`src/rtl/dvv_bridge_pkg.sv`:
```
// Shared types for the dvv bus bridge: FSM state encoding and the held response.
// DW here must match the DW the bridge is instantiated with.
package dvv_bridge_pkg;

  localparam int DW = 32;

  typedef enum logic [1:0] {
    IDLE = 2'd0,
    BUS  = 2'd1,
    RSP  = 2'd2
  } bridge_state_t;

  typedef struct packed {
    logic [DW-1:0] rdata;
    logic          err;
  } rsp_t;

endpackage

```
`src/rtl/dvv_bus_bridge_if.sv`:
```
// Request, bus and response channels of the bridge. The bridge side uses the slave
// modport; the driver/bus-model/monitor side uses master.
interface dvv_bus_bridge_if #(
  parameter int AW = 32,
  parameter int DW = 32
);

  // Handshakes: a transfer happens on a rising edge where valid and ready are both
  // high; valid (and its payload) must stay asserted and stable until that edge.
  // bus_req is held with stable bus_we/addr/wdata until a one-cycle bus_ack.
  logic          req_vld;
  logic          req_rdy;
  logic          req_we;
  logic [AW-1:0] req_addr;
  logic [DW-1:0] req_wdata;

  logic          bus_req;
  logic          bus_we;
  logic [AW-1:0] bus_addr;
  logic [DW-1:0] bus_wdata;
  logic          bus_ack;
  logic [DW-1:0] bus_rdata;

  logic          rsp_vld;
  logic          rsp_rdy;
  logic [DW-1:0] rsp_rdata;
  logic          rsp_err;

  modport slave (
    input  req_vld, req_we, req_addr, req_wdata, bus_ack, bus_rdata, rsp_rdy,
    output req_rdy, bus_req, bus_we, bus_addr, bus_wdata, rsp_vld, rsp_rdata, rsp_err
  );

  modport master (
    output req_vld, req_we, req_addr, req_wdata, bus_ack, bus_rdata, rsp_rdy,
    input  req_rdy, bus_req, bus_we, bus_addr, bus_wdata, rsp_vld, rsp_rdata, rsp_err
  );

endinterface

```
`src/rtl/dvv_tmo_cnt.sv`:
```
// Bus-wait counter: cleared when a request is accepted, counts BUS cycles without ack,
// done_o flags the last allowed cycle (count == TIMEOUT-1).
module dvv_tmo_cnt #(
  parameter int TIMEOUT = 16
) (
  input  logic clk,
  input  logic rst,
  input  logic clr_i,
  input  logic en_i,
  output logic done_o
);

  localparam logic [15:0] LAST = 16'(TIMEOUT - 1);

  logic [15:0] cnt_q, cnt_d;

  always_comb begin
    cnt_d = cnt_q;
    if (clr_i) begin
      cnt_d = '0;
    end else if (en_i) begin
      cnt_d = cnt_q + 16'd1;
    end
  end

  always_ff @(posedge clk) begin
    if (rst) begin
      cnt_q <= '0;
    end else begin
      cnt_q <= cnt_d;
    end
  end

  assign done_o = (cnt_q == LAST);

endmodule

```
`src/rtl/dvv_bus_bridge.sv`:
```
// Single-outstanding request/response bridge onto a req/ack bus with timeout,
// plus running transaction and error counts.
module dvv_bus_bridge
  import dvv_bridge_pkg::*;
#(
  parameter int AW      = 32,
  parameter int DW      = 32,
  parameter int TIMEOUT = 16
) (
  input  logic            clk,
  input  logic            rst,
  dvv_bus_bridge_if.slave bif,
  output logic [15:0]     txn_cnt,
  output logic [15:0]     err_cnt,
  output bridge_state_t   state_o
);

  bridge_state_t state_q, state_d;
  logic          we_q, we_d;
  logic [AW-1:0] addr_q, addr_d;
  logic [DW-1:0] wdata_q, wdata_d;
  rsp_t          rsp_q, rsp_d;
  logic [15:0]   txn_q, txn_d;
  logic [15:0]   err_q, err_d;
  logic          tmo_clr, tmo_en, tmo_done;

  dvv_tmo_cnt #(.TIMEOUT(TIMEOUT)) u_tmo (
    .clk    (clk),
    .rst    (rst),
    .clr_i  (tmo_clr),
    .en_i   (tmo_en),
    .done_o (tmo_done)
  );

  always_comb begin
    state_d = state_q;
    we_d    = we_q;
    addr_d  = addr_q;
    wdata_d = wdata_q;
    rsp_d   = rsp_q;
    txn_d   = txn_q;
    err_d   = err_q;
    tmo_clr = 1'b0;
    tmo_en  = 1'b0;
    case (state_q)
      IDLE: begin
        if (bif.req_vld) begin
          we_d    = bif.req_we;
          addr_d  = bif.req_addr;
          wdata_d = bif.req_wdata;
          tmo_clr = 1'b1;
          state_d = BUS;
        end
      end
      BUS: begin
        // An ack on the final counted cycle still completes without error.
        if (bif.bus_ack) begin
          rsp_d.rdata = we_q ? '0 : bif.bus_rdata;
          rsp_d.err   = 1'b0;
          state_d     = RSP;
        end else if (tmo_done) begin
          rsp_d.rdata = '0;
          rsp_d.err   = 1'b1;
          state_d     = RSP;
        end else begin
          tmo_en = 1'b1;
        end
      end
      RSP: begin
        if (bif.rsp_rdy) begin
          txn_d   = txn_q + 16'd1;
          err_d   = rsp_q.err ? err_q + 16'd1 : err_q;
          state_d = IDLE;
        end
      end
      default: state_d = IDLE;
    endcase
  end

  always_ff @(posedge clk) begin
    if (rst) begin
      state_q <= IDLE;
      we_q    <= 1'b0;
      addr_q  <= '0;
      wdata_q <= '0;
      rsp_q   <= '0;
      txn_q   <= '0;
      err_q   <= '0;
    end else begin
      state_q <= state_d;
      we_q    <= we_d;
      addr_q  <= addr_d;
      wdata_q <= wdata_d;
      rsp_q   <= rsp_d;
      txn_q   <= txn_d;
      err_q   <= err_d;
    end
  end

  assign bif.req_rdy   = (state_q == IDLE);
  assign bif.bus_req   = (state_q == BUS);
  assign bif.bus_we    = we_q & (state_q == BUS);
  assign bif.bus_addr  = addr_q;
  assign bif.bus_wdata = wdata_q;
  assign bif.rsp_vld   = (state_q == RSP);
  assign bif.rsp_rdata = rsp_q.rdata;
  assign bif.rsp_err   = rsp_q.err;
  assign txn_cnt       = txn_q;
  assign err_cnt       = err_q;
  assign state_o       = state_q;

endmodule
```
`src/flat_wrapper.sv`:
```
// flat-port wrapper written by rule: the top's interface ports become plain ports
module dvv_bus_bridge_flat import dvv_bridge_pkg::*;
#(
  parameter int AW      = 32,
  parameter int DW      = 32,
  parameter int TIMEOUT = 16
)
  (clk, rst, txn_cnt, err_cnt, state_o, bif_req_vld, bif_req_we, bif_req_addr, bif_req_wdata, bif_bus_ack, bif_bus_rdata, bif_rsp_rdy, bif_req_rdy, bif_bus_req, bif_bus_we, bif_bus_addr, bif_bus_wdata, bif_rsp_vld, bif_rsp_rdata, bif_rsp_err);
  dvv_bus_bridge_if #(.AW(AW), .DW(DW)) bif_i ();
  input  logic clk;
  input  logic rst;
  output logic [15:0] txn_cnt;
  output logic [15:0] err_cnt;
  output bridge_state_t state_o;
  input wire logic [$bits(bif_i.req_vld)-1:0] bif_req_vld;
  input wire logic [$bits(bif_i.req_we)-1:0] bif_req_we;
  input wire logic [$bits(bif_i.req_addr)-1:0] bif_req_addr;
  input wire logic [$bits(bif_i.req_wdata)-1:0] bif_req_wdata;
  input wire logic [$bits(bif_i.bus_ack)-1:0] bif_bus_ack;
  input wire logic [$bits(bif_i.bus_rdata)-1:0] bif_bus_rdata;
  input wire logic [$bits(bif_i.rsp_rdy)-1:0] bif_rsp_rdy;
  output wire logic [$bits(bif_i.req_rdy)-1:0] bif_req_rdy;
  output wire logic [$bits(bif_i.bus_req)-1:0] bif_bus_req;
  output wire logic [$bits(bif_i.bus_we)-1:0] bif_bus_we;
  output wire logic [$bits(bif_i.bus_addr)-1:0] bif_bus_addr;
  output wire logic [$bits(bif_i.bus_wdata)-1:0] bif_bus_wdata;
  output wire logic [$bits(bif_i.rsp_vld)-1:0] bif_rsp_vld;
  output wire logic [$bits(bif_i.rsp_rdata)-1:0] bif_rsp_rdata;
  output wire logic [$bits(bif_i.rsp_err)-1:0] bif_rsp_err;
  assign bif_i.req_vld = bif_req_vld;
  assign bif_i.req_we = bif_req_we;
  assign bif_i.req_addr = bif_req_addr;
  assign bif_i.req_wdata = bif_req_wdata;
  assign bif_i.bus_ack = bif_bus_ack;
  assign bif_i.bus_rdata = bif_bus_rdata;
  assign bif_i.rsp_rdy = bif_rsp_rdy;
  assign bif_req_rdy = bif_i.req_rdy;
  assign bif_bus_req = bif_i.bus_req;
  assign bif_bus_we = bif_i.bus_we;
  assign bif_bus_addr = bif_i.bus_addr;
  assign bif_bus_wdata = bif_i.bus_wdata;
  assign bif_rsp_vld = bif_i.rsp_vld;
  assign bif_rsp_rdata = bif_i.rsp_rdata;
  assign bif_rsp_err = bif_i.rsp_err;
  dvv_bus_bridge #(.AW(AW), .DW(DW), .TIMEOUT(TIMEOUT)) u_core (.clk(clk), .rst(rst), .bif(bif_i), .txn_cnt(txn_cnt), .err_cnt(err_cnt), .state_o(state_o));
endmodule
```
`config.mk`:
```
export PLATFORM = sky130hd
export DESIGN_NAME = dvv_bus_bridge_flat
export DESIGN_NICKNAME = d
export VERILOG_FILES = /design/src/rtl/dvv_bridge_pkg.sv /design/src/rtl/dvv_bus_bridge_if.sv /design/src/rtl/dvv_tmo_cnt.sv /design/src/rtl/dvv_bus_bridge.sv /design/src/flat_wrapper.sv
export SDC_FILE = /design/constraint.sdc
export NUM_CORES = 1
export LEC_CHECK = 0
export BUFFER_PORTS_ARGS = -buffer_cell sky130_fd_sc_hd__buf_2
export CORE_MARGIN = 3
export CORE_UTILIZATION = 51
export DETAILED_ROUTE_END_ITERATION = 7
export GPL_ROUTABILITY_DRIVEN = 0
export PLACE_DENSITY_LB_ADDON = 0.3
export SYNTH_ARGS = -nofsm -noshare
export SYNTH_HDL_FRONTEND = slang
export SYNTH_HIERARCHICAL = 1
export SYNTH_SLANG_ARGS = --single-unit
```
`constraint.sdc`:
```
create_clock -name clk -period 3.6 [get_ports clk]
set_clock_uncertainty 0.1 [all_clocks]
set_input_delay 0.18 -clock clk [delete_from_list [all_inputs] [get_ports clk]]
set_output_delay 0.18 -clock clk [all_outputs]
set_load 0.03 [all_outputs]
```
Yosys cells after proc, flatten, opt, wreduce, memory -nomap -nowiden

Index checks and enable logic that the tools add are counted.

Register bits: 148
Input port bits: 102
Output and inout port bits: 135
Word-level logic and storage cells: 40

$add $sub $neg: 3
Equality and inequality tests: 6
Mux-type cells: 13
Bitwise logic cells: 1
Reduce and logical (&&, ||, !) cells: 8

Operators by type and width:

| kind                                            | count |
|---|---|
| two-way mux 33 bit                              | 2 |
| adder 16 x 1 -> 16 bit (second input constant)  | 3 |
| two-way mux 32 bit                              | 1 |
| == test 16 x 4 -> 1 bit (second input constant) | 1 |
| two-way mux 2 bit                               | 4 |
| case mux 2 bit (3 select lines)                 | 1 |
| AND reduction 2 bit                             | 3 |
| AND reduction 3 bit                             | 2 |
| two-way mux 1 bit                               | 5 |
| != test 2 bit (second input constant)           | 2 |
| != test 3 x 2 -> 1 bit (second input constant)  | 1 |
| == test 2 x 1 -> 1 bit (second input constant)  | 1 |
| == test 2 bit (second input constant)           | 1 |
| zero test 2 bit                                 | 1 |
| nonzero test 2 bit                              | 1 |
| OR reduction 2 bit                              | 1 |
| bitwise AND 1 bit                               | 1 |

Logic depth before layout (Yosys ltp)

Gate-level depths: netlist of run 1.

Depth after elaboration: 4
Mapped depth: 8
Depth with buffers taken out: 8

Hierarchy

The synthesis of run 1 kept the hierarchy.

Modules (own cells, without submodules):

| module         | instances | cells an instance | area an instance (um^2) | sequential area each (um^2) |
|---|---|---|---|---|
| dvv_bus_bridge | 1         | 609               | 4938.5                  | 2642.5 |
| dvv_tmo_cnt    | 1         | 84                | 748.2                   | 320.3 |

Least setup slack after synthesis of run 1

No wires, ideal clock.

Kind: flip-flop to flip-flop
Start: reg u_core.state_q[0] (netlist: u_core/state_o[0])
End: reg u_core.u_tmo.cnt_q[15]
Setup time: 0.070 ns
Arrival: 2.669 ns
Required time: 3.430 ns
Setup slack: 0.761 ns
Stages on the path, launching flop included: 8
Buffers on the path: 1
Path through: dfxtp_1 and2b_1 clkbuf_1 nor3b_1 and3_4 nand4_4 or3_1 a21oi_1

Elaborated cells between the ends (all ways): 5
Those cells by class: eq/ne: 1; mux: 2; reduce/logical: 2

RTL lines:

| item                   | line                 | text |
|---|---|---|
| from (decl)            | dvv_bus_bridge.sv:18 | `bridge_state_t state_q, state_d;` |
| from (signal assigned) | dvv_bus_bridge.sv:90 | `state_q <= state_d;` |
| == test 2 x 1 -> 1 bit | -                    |  |
| net bif_bus_req        | flat_wrapper.sv:23   | `output wire logic [$bits(bif_i.bus_req)-1:0] bif_bus_req;` |
| two-way mux 1 bit      | dvv_bus_bridge.sv:45 | `case (state_q)` |
| net u_core.tmo_en      | dvv_bus_bridge.sv:25 | `logic tmo_clr, tmo_en, tmo_done;` |
| to (signal assigned)   | dvv_tmo_cnt.sv:30    | `cnt_q <= cnt_d;` |
| to (decl)              | dvv_tmo_cnt.sv:15    | `logic [15:0] cnt_q, cnt_d;` |

The timed path passes the listed nets, and every way through them passes these cells.
A chain may end at the register's enable or synchronous reset.

Worst setup path in the final report of run 1

Start: reg u_core.u_tmo.cnt_q[0]
End: reg u_core.u_tmo.cnt_q[14]

Cells in the longest elaborated chain, start to end: 4
Elaborated cells between the ends (all ways): 5
Those cells by class: add/sub: 1; eq/ne: 1; mux: 3

RTL lines:

| item                    | line                 | text |
|---|---|---|
| == test 16 x 4 -> 1 bit | dvv_tmo_cnt.sv:34    | `assign done_o = (cnt_q == LAST);` |
| net u_core.tmo_done     | dvv_bus_bridge.sv:25 |  |
| two-way mux 1 bit       | dvv_bus_bridge.sv:61 | `end else if (tmo_done) begin` |
| two-way mux 1 bit       | dvv_bus_bridge.sv:57 | `if (bif.bus_ack) begin` |
| two-way mux 1 bit       | dvv_bus_bridge.sv:45 |  |
| net u_core.tmo_en       | dvv_bus_bridge.sv:25 |  |

The timed path passes the listed nets, and every way through them passes these cells.

==> impl_results.md, run 1 <==
* Status: completed
* Worst Path Arrival at 3040 ps
* M3 GR Usage at 9.95%
* Crit end category: flip-flop
* Initial Utilization at 53.6%
* Synth unique cells at 42
* Post-Synthesis Cells at 693
* Total GRT Usage at 31.4%
* Share of layout cells above drive strength 1 at 28.6%
* Clk_lat worst skew at 510 ps
* Finish-stage setup viols at 0
* Crit path launch type: flip-flop
* Fmax at 365 MHz
* # Max-Cap Violations at 0
* Delay-heaviest family, CP: simple AND/OR/NAND/NOR gates
* Antenna violations before repair at 1
* Core Rows at 37
* Post-synth top area share at 52.1%
* Synth warn at 6
* Async SR Flop Fraction at 0%
* Worst-Margin Slew at 863 ps
* Crit-path cells: ha_1 -> nand3_1 -> nor2_1 -> nor3b_1 -> nand4_2 -> nor4_1 -> xnor2_1 -> nor2_1
* Via density at 5.46
* WP buf/inv at 0
* Mapped cell area at 0.00569 mm²
* Number of flops mapped to enable cells by yosys at 0
* Final hold violation count at 0
* Fin crit share at 76.1%
* Synth cell count leaders: nand2_1, dfxtp_1, a21oi_1
* Synth area leader: dfxtp_1
* Min-Delay Startpoint: rst
* Register area share after synthesis at 52.1%
* Leakage at 3.78 nW
* Reg2reg start: u_core/u_tmo/cnt_q[0]$_SDFFE_PP0P_
* Synth Flop Type: dfxtp_1
* Crit Path Max Fanout at 7
* Total Wirelength at 19900 µm
* Hold endpoint: u_core/txn_cnt[3]$_SDFFE_PP0P_
* Post-layout min period at 2740 ps
* CTS max path bufs at 2
* Die Wd at 112 µm
* Clk sinks at 148
* Vias in the first global route at 6264
* Area Growth Syn to Fin at 50.5%
* Drc violations at 0
* RSZ-0062 raised after global routing: no
* Cell with the most instances after synthesis: nand2_1
* Final Max Tran Viols at 0
* Worst slew margin at 42.3%
* R2R Path End: u_core/u_tmo/cnt_q[14]$_SDFFE_PP0P_
* Clock root cell: clkbuf_8
* Final #Nets at 1118
* Setup TNS at 0 ps
* Cell area power density at 478 mW/mm²
* DR vias at 6352
* # IOs at 237
* Grt total ovfl at 0
* Post-Syn Nets at 798
* Router iterations before antenna repair at 6
* Die area at 0.0125 mm²
* Hold depth at 2
* Core Util, Final at 80.7%
* Worst r2r path cells at 8
* Worst hold path class: input port to flip-flop
* Cts bufs inserted at 17
* Routing usage on met1 at 34.8%
* DRC marker count from the first detailed-route iteration at 655
* Antenna Nets Post-Route at 0
* IR Drop Worst-Case VDD at 0.000568 V
* DPL Wire Length at 10700 µm
* Post-DR wirelength/cell at 17.1 µm
* CP peak stage delay at 710 ps
* Crit path top cell by count: nor2_1
* CP required at 3900 ps
* Worst R2R Setup Slack at 860 ps
* Mean Syn Cell Area at 8.21 µm²
* Top Usage Layer GRT: met2
* First-pass GRT wire length at 31900 µm
* CTS tree: yes
* Synth area leaders: dfxtp_1, nand2_1, a21oi_1, nand3_1, nor2_1
* Final std cells w/o fill at 1163
* PortBufs at 236
* Power Total at 4.09 mW
* GR Util met2 at 53.7%
* Core area at 0.0106 mm²
* H-tree depth at 4
* Cell count after placement at 1031
* Largest net degree at the start of global routing at 66
* Clock Pin Slew Worst Setup and Hold Paths at 60 ps
* Slowest stage cell, crit path: nor3b_1
* Filler Cell Count at 641
* Die H at 112 µm
* WS Path Type: flip-flop to flip-flop
* Synth Register Bits at 148
## power by group
part	internal [mW]	switching, mW
sequential	1.70	0.0348
combinational	0.200	0.335
clock	1.16	0.660
total	3.06	1.03
## per-stage QoR
stage / instance area [µm²] / setup slack (ps) / hold WS, ps
after detailed placement: 6950 / 949 / 327
final: 8560 / 862 / 33.2
after global placement: 6950 / 1060 / 321
after global routing: 8560 / 624 / 32.9
after CTS: 8550 / 857 / 34.1
after floorplan: 5690 / 761 / 177
## flip-flops by register name, summed over array words and instances (netlist names)
| signal | cells |
|---|---|
| u_core/u_tmo/cnt_q | 16 |
| u_core/bif.rsp_rdata | 32 |
| u_core/bif.rsp_err | 1 |
| u_core/bif.bus_wdata | 32 |
| u_core/bif.bus_addr | 32 |
| u_core/txn_cnt | 16 |
| u_core/err_cnt | 16 |
| u_core/we_q | 1 |
| u_core/state_o | 2 |
## layout by cell type (no fill, tap or decap), drive strengths merged, types with 2 or more instances in the layout
cell type      n
dlygate4sd3   99
nor3b          2
or4            3
a21oi        112
and4           2
o21ai         11
clkinv         4
nand2b         2
and3           2
dfxtp        148
nor3           9
buf          245
and2           2
inv            5
ha             3
or3           10
nor4           8
mux2           3
nor2b          5
nand4         14
xor2          13
nand4b         2
nor2          40
xnor2         17
nand3         43
nand2        181
or2            3
clkbuf        23
bufinv         4
mux2i          2
## worst max-delay path by stage
stage / from / to / slack [ps] / cells after the start
6_report: u_core/u_tmo/cnt_q[0]$_SDFFE_PP0P_ / u_core/u_tmo/cnt_q[14]$_SDFFE_PP0P_ / 860 / 8
5_1_grt: u_core/state_o[1]$_SDFFE_PP0P_ / u_core/u_tmo/cnt_q[14]$_SDFFE_PP0P_ / 620 / 6
4_1_cts: u_core/state_o[1]$_SDFFE_PP0P_ / u_core/u_tmo/cnt_q[14]$_SDFFE_PP0P_ / 860 / 6
3_5_place_dp: u_core/state_o[1]$_SDFFE_PP0P_ / u_core/u_tmo/cnt_q[14]$_SDFFE_PP0P_ / 950 / 6
3_3_place_gp: u_core/state_o[1]$_SDFFE_PP0P_ / u_core/u_tmo/cnt_q[12]$_SDFFE_PP0P_ / 1060 / 6
2_1_floorplan: u_core/state_o[0]$_SDFFE_PP0P_ / u_core/u_tmo/cnt_q[15]$_SDFFE_PP0P_ / 760 / 7
## cell type report
cell class | instances | area, µm² | area share, %
diodes | 1 | 2.50 | 0.0292
clock buffers | 23 | 457 | 5.34
clock inverters | 9 | 151 | 1.77
inverters | 5 | 18.8 | 0.219
multi-input cells | 497 | 2550 | 29.8
flip-flops and latches | 148 | 2960 | 34.6
well taps | 136 | 170 | 1.99
repair buffers | 344 | 2240 | 26.2
## kinds of logic (layout without fill, tap and decap cells)
| family | Yosys count | in the layout | share of synthesized area, % |
|---|---|---|---|
| buffers and inverters | 48 | 381 | 3.19 |
| AO/OA/AOI/OAI | 128 | 128 | 11.6 |
| XOR/XNOR | 30 | 30 | 4.62 |
| multiplexers | 5 | 5 | 0.946 |
| adder cells (fa/ha/maj) | 3 | 3 | 0.660 |
| other | 0 | 1 | 0 |
| AND/OR/NAND/NOR | 331 | 331 | 26.9 |
| flip-flops | 148 | 148 | 52.1 |
## repair_timing
action	in CTS	in global routing
hold buffers	99	0
buffers inserted	0	0
hold endpoints to repair	99	0
resized for setup	0	0
## per-layer routing
metal  vias to the layer above  wire (µm)
li1                       2970          -
met1                      2891       7400
met2                       397       9700
met3                        94       1740
met4                         0       1060
met5                         -          0
Power figures use the tool's default switching activity.
==> inputs of run 2 (changes only) <==
- CORE_UTILIZATION: 51 -> 48
- clock period: 3.6 -> 2.8 ns (I/O delays scaled with it)
==> impl_results.md, run 2 (same netlist as run 1, synthesis figures left out) <==
* Via density at 5.20 (-4.9%)
* CP required at 2990 ps (-910 ps)
* FF+latch area at 0.00296 mm² (unchanged)
* Filler Cell Count at 817 (+27%)
* Delay-heaviest family, CP: simple AND/OR/NAND/NOR gates
* Worst-Margin Slew at 514 ps (-349 ps)
* CTS max path bufs at 2 (unchanged)
* # Post-CTS Setup Buffers at 0 (unchanged)
* Largest net degree at the start of global routing at 59 (-11%)
* Drc violations at 0 (unchanged)
* Worst Path Arrival at 2480 ps (-560 ps)
* Fmax at 437 MHz (+20%)
* Die Wd at 115 µm (+2.9%)
* Clk sinks at 148 (unchanged)
* Status: completed
* Router iterations before antenna repair at 6 (unchanged)
* H-tree depth at 4 (unchanged)
* # IOs at 237 (unchanged)
* Die H at 115 µm (+2.9%)
* Grt total ovfl at 0 (unchanged)
* Fin crit share at 81.7% (+5.6 points)
* CP peak stage delay at 440 ps (-270 ps)
* Hold Slack at 85.6 ps (+52.4 ps)
* Top Usage Layer GRT: met2
* # Max-Cap Violations at 0 (unchanged)
* Crit-path cells: and2b_1 -> nor3b_2 -> nand4_2 -> nor4_1 -> xnor2_1 -> nor2_1
* Final hold violation count at 0 (unchanged)
* RSZ-0062 raised after global routing: no
* Crit end category: flip-flop
* Routing usage on met1 at 30.2% (-4.5 points)
* Crit path launch type: flip-flop
* Worst slew margin at 65.6% (+23 points)
* Total GRT Usage at 25.7% (-5.7 points)
* M3 GR Usage at 7.58% (-2.4 points)
* Leakage at 3.76 nW (-0.64%)
* DPL Wire Length at 10200 µm (-5.0%)
* Share of layout cells above drive strength 1 at 28.4% (-0.14 points)
* DR vias at 6079 (-4.3%)
* Core area at 0.0115 mm² (+8.6%)
* Crit Path Max Fanout at 8 (+1)
* Clock root cell: clkbuf_16
* Cell area power density at 586 mW/mm² (+23%)
* Antenna violations before repair at 0 (-1)
* Worst hold path class: input port to flip-flop
* GR Util met2 at 42.7% (-11 points)
* Vias in the first global route at 5840 (-6.8%)
* First-pass GRT wire length at 27400 µm (-14%)
* WP buf/inv at 0 (unchanged)
* Final Max Tran Viols at 0 (unchanged)
* Post-layout min period at 2290 ps (-451 ps)
* Commonest non-fill, non-tap cells in the layout: buf_2, nand2_1, dfxtp_1, a21oi_1, dlygate4sd3_1
* Area of the multi-input gates at 0.00256 mm² (+0.20%)
* Core Rows at 39 (+5.4%)
* Commonest non-fill, non-tap cell in the layout: buf_2
* Clk_lat worst skew at 420 ps (-90 ps)
* Area Growth Syn to Fin at 49.9%
* IR Drop Worst-Case VDD at 0.000420 V (-26%)
* PortBufs at 236 (unchanged)
* Antenna Nets Post-Route at 0 (unchanged)
* Cts bufs inserted at 17 (unchanged)
* Clock Pin Slew Worst Setup and Hold Paths at 50 ps (about the same)
* WS Path Type: flip-flop to flip-flop
* Total Wirelength at 17500 µm (-12%)
* Slowest stage cell, crit path: nor3b_2
* CTS tree: yes
* Finish-stage setup viols at 0 (unchanged)
* Post-DR wirelength/cell at 15.0 µm (-13%)
* Die area at 0.0132 mm² (+5.9%)
* Final #Nets at 1118 (unchanged)
* DRC marker count from the first detailed-route iteration at 535 (-18%)
* Initial Utilization at 49.4% (-4.3 points)
* Setup TNS at 0 ps (unchanged)
[run 2: cell types whose count changed in the layout (fill, tap and decap cells not counted), sizes merged]
cell	previous run	this run
bufinv	4	1
clkbuf	23	26
clkinv	4	2
diode	1	3
[run 2: final timing paths]
path	from	end	slack, ps	cells after the start
setup reg to reg	u_core/state_o[1]$_SDFFE_PP0P_	u_core/u_tmo/cnt_q[14]$_SDFFE_PP0P_	510	6
hold / removal	rst	u_core/err_cnt[5]$_SDFFE_PP0P_	90	2
setup / recovery	u_core/state_o[1]$_SDFFE_PP0P_	u_core/u_tmo/cnt_q[14]$_SDFFE_PP0P_	510	6
hold reg to reg	u_core/bif.rsp_rdata[10]$_SDFFE_PP0P_	u_core/bif.rsp_rdata[10]$_SDFFE_PP0P_	350	2
[run 2: final cells by class]
cell class | instances | area share, %
multi-input combinational | 497 | 30.0
inverter | 5 | 0.220
sequential | 148 | 34.8
antenna | 3 | 0.0881
clock buffer | 26 | 5.86
timing repair buffer | 344 | 26.4
tap | 143 | 2.10
clock inverter | 4 | 0.558
[run 2: timing repair]
action / CTS / global route
resized for setup: 0 / 0
endpoints found under the hold margin: 99 / 0
hold buffers: 99 / 0
[run 2: routing by layer]
layer  up-vias  part of all wire, %
li1       2977                    -
met1      2790                   40
met2       269                   49
met3        43                  7.6
met4         0                  3.1
met5         -                    0
[run 2: metrics by stage]
stage                     util, %  std cells  setup WS, ps  cell area, µm²  total power, mW
after global placement       60.6       1038           566            6980             2.80
after global routing         74.0       1167           222            8520             5.18
final                        74.0       1170           513            8530             5.00
after detailed placement     60.6       1038           533            6980             2.81
after floorplan                 -        693           202            5690             2.60
after CTS                    74.0       1167           519            8520             5.01
[run 2: report_power, final]
part	leakage, nW	internal, mW	total [mW]	switching, mW
sequential	1.20	2.18	2.22	0.0384
combinational	2.29	0.259	0.669	0.410
clock	0.266	1.30	2.11	0.806
[run 2: worst register-to-register path, delay by kind of cell, from the launching register on]
family	cells	cell delay, ps
simple gates	5	1520
flops	1	390
xor+xnor	1	160
==> inputs of run 3 (changes only) <==
- CORE_UTILIZATION: 48 -> 43
- clock period: 2.8 -> 2.1 ns (I/O delays scaled with it)
==> impl_results.md, run 3 (same netlist as run 1, synthesis figures left out) <==
* Status: completed
* Antenna diode count at 0 (-3)
* Setup TNS at 0 ps (unchanged)
* Die Wd at 121 µm (+5.4%)
* Total GRT Usage at 24.1% (-1.6 points)
* # IOs at 237 (unchanged)
* Fmax at 493 MHz (+13%)
* Antenna violations before repair at 0 (unchanged)
* Commonest non-fill, non-tap cells in the layout: buf_2, nand2_1, dfxtp_1, a21oi_1, dlygate4sd3_1
* Share of layout cells above drive strength 1 at 30.8% (+2.4 points)
* Largest net degree at the start of global routing at 80 (+36%)
* Cell count after placement at 1080 (+4.0%)
* Via density at 5.02 (-3.3%)
* Clk sinks at 148 (unchanged)
* Commonest non-fill, non-tap cell in the layout: buf_2
* Cell area power density at 791 mW/mm² (+35%)
* Grt total ovfl at 0 (unchanged)
* DR vias at 6098 (+0.31%)
* Min-Delay Startpoint: bif_req_vld
* PortBufs at 236 (unchanged)
* Final hold violation count at 0 (unchanged)
* DPL Wire Length at 10800 µm (+6.1%)
* Final #Nets at 1135 (+1.5%)
* Hold endpoint: u_core/state_o[0]$_SDFFE_PP0P_
* Antenna Nets Post-Route at 0 (unchanged)
* R2R Path End: u_core/bif.bus_wdata[28]$_SDFFE_PP0P_
* Final std cells w/o fill at 1214 (+3.8%)
* Leakage at 3.91 nW (+3.9%)
* Die H at 121 µm (+5.4%)
* Crit path launch type: flip-flop
* Worst slew margin at 68.8% (+3.1 points)
* Crit end category: flip-flop
* First-pass GRT wire length at 28600 µm (+4.5%)
* Filler Cell Count at 957 (+17%)
* Slowest stage cell, crit path: dlygate4sd3_1
* DRC marker count from the first detailed-route iteration at 402 (-25%)
* Crit-path cells: nor2_4 -> nand2_2 -> inv_2 -> buf_12 -> nand2_1 -> a21oi_1 -> dlygate4sd3_1
* Crit Path Max Fanout at 33 (+25)
* Worst r2r path cells at 7 (+1)
* IR Drop Worst-Case VDD at 0.000541 V (+29%)
* Vias in the first global route at 5804 (-0.62%)
* Die area at 0.0146 mm² (+11%)
* Core Rows at 41 (+5.1%)
* Clock Pin Slew Worst Setup and Hold Paths at 60 ps (about the same)
* H-tree depth at 4 (unchanged)
* Area Growth Syn to Fin at 55.7%
* FF+latch area at 0.00297 mm² (+0.17%)
* Initial Utilization at 44.5% (-4.9 points)
* Finish-stage setup viols at 0 (unchanged)
* Worst hold path class: input port to flip-flop
* Router iterations before antenna repair at 5 (-1)
* Worst R2R Setup Slack at 70 ps (-440 ps)
* # Max-Cap Violations at 0 (unchanged)
* Hold depth at 4 (+2)
* Post-DR wirelength/cell at 15.0 µm (+0.21%)
* CTS max path bufs at 2 (unchanged)
* Drc violations at 0 (unchanged)
* Post-layout min period at 2030 ps (-259 ps)
* Core area at 0.0128 mm² (+11%)
* CP required at 2350 ps (-640 ps)
* CP peak stage delay at 580 ps (+140 ps)
* Final Max Tran Viols at 0 (unchanged)
* Area of the multi-input gates at 0.00261 mm² (+2.1%)
* Worst-Margin Slew at 464 ps (-49.5 ps)
* WS Path Type: flip-flop to flip-flop
* Clock root cell: clkbuf_16
* Worst Path Arrival at 2280 ps (-200 ps)
* Fin crit share at 96.6% (+15 points)
* Reg2reg start: u_core/state_o[1]$_SDFFE_PP0P_
* Cts bufs inserted at 17 (unchanged)
* Clk_lat worst skew at 410 ps (about the same)
* CTS tree: yes
* Total Wirelength at 18200 µm (+4.0%)
## run 3: cell count changes in the layout (fill, tap and decap cells not counted), moves of 3 or more
cell,previous run,this run
buf_4,9,21
clkbuf_1,5,1
diode_2,3,0
nor4_1,8,5
nor4_2,0,3
## run 3: power by group
group	switching (mW)	internal, mW
clock	1.13	1.98
sequential	0.0510	2.91
combinational	0.559	0.370
## run 3: routing by layer
metal,vias to the layer above,GRT usage (%),routed length [µm]
li1,2998,-,-
met1,2780,29.5,7490
met2,280,39.4,8810
met3,40,7.09,1320
met4,0,10.7,567
met5,-,0,0
## run 3: worst max path at each step
| stage | end | cells after the start | slack (ps) | startpoint |
|---|---|---|---|---|
| 6_report | u_core/bif.bus_wdata[28]$_SDFFE_PP0P_ | 7 | 70 | u_core/state_o[1]$_SDFFE_PP0P_ |
| 3_5_place_dp | u_core/u_tmo/cnt_q[15]$_SDFFE_PP0P_ | 8 | 140 | u_core/u_tmo/cnt_q[0]$_SDFFE_PP0P_ |
| 5_1_grt | u_core/u_tmo/cnt_q[15]$_SDFFE_PP0P_ | 8 | -40 | u_core/u_tmo/cnt_q[1]$_SDFFE_PP0P_ |
| 3_3_place_gp | u_core/u_tmo/cnt_q[15]$_SDFFE_PP0P_ | 8 | 180 | u_core/u_tmo/cnt_q[0]$_SDFFE_PP0P_ |
| 4_1_cts | u_core/bif.bus_wdata[28]$_SDFFE_PP0P_ | 7 | 120 | u_core/state_o[1]$_SDFFE_PP0P_ |
| 2_1_floorplan | u_core/u_tmo/cnt_q[15]$_SDFFE_PP0P_ | 7 | -30 | u_core/state_o[1]$_SDFFE_PP0P_ |
## run 3: metrics by stage
| step | worst slack, ps | power, mW | utilization, % | hold WS (ps) | area (µm²) |
|---|---|---|---|---|---|
| 6_report | 71.9 | 7.00 | 69.3 | 107 | 8850 |
| 5_1_grt | -36.4 | 7.23 | 69.3 | 113 | 8850 |
| 4_1_cts | 120 | 7.01 | 68.8 | 6.79 | 8790 |
| 3_5_place_dp | 143 | 3.76 | 56.1 | 250 | 7170 |
| 3_3_place_gp | 181 | 3.76 | 56.1 | 246 | 7170 |
| 2_1_floorplan | -31.5 | 3.47 | - | 102 | 5730 |
## run 3: critical path, delay by kind of cell, from the launching register on
| kind | cells | cell delay, ps |
|---|---|---|
| AO/OA/AOI/OAI | 1 | 150 |
| flip-flops | 1 | 370 |
| AND/OR/NAND/NOR | 3 | 360 |
| buffers and inverters | 3 | 960 |
## run 3: area by class of cell
type,count,share of cell area [%]
Sequential cell,148,33.5
Inverter,5,0.212
Multi-Input combinational cell,497,29.5
Timing Repair Buffer,361,27.4
Clock buffer,22,5.47
Clock inverter,9,1.43
Tap cell,172,2.43
## run 3: timing repair
action / in CTS / in global routing
hold buffers: 101 / 0
gates resized for setup: 0 / 6
buffers inserted: 0 / 1
hold endpoints to repair: 111 / 0
endpoints found under the setup margin: 0 / 32
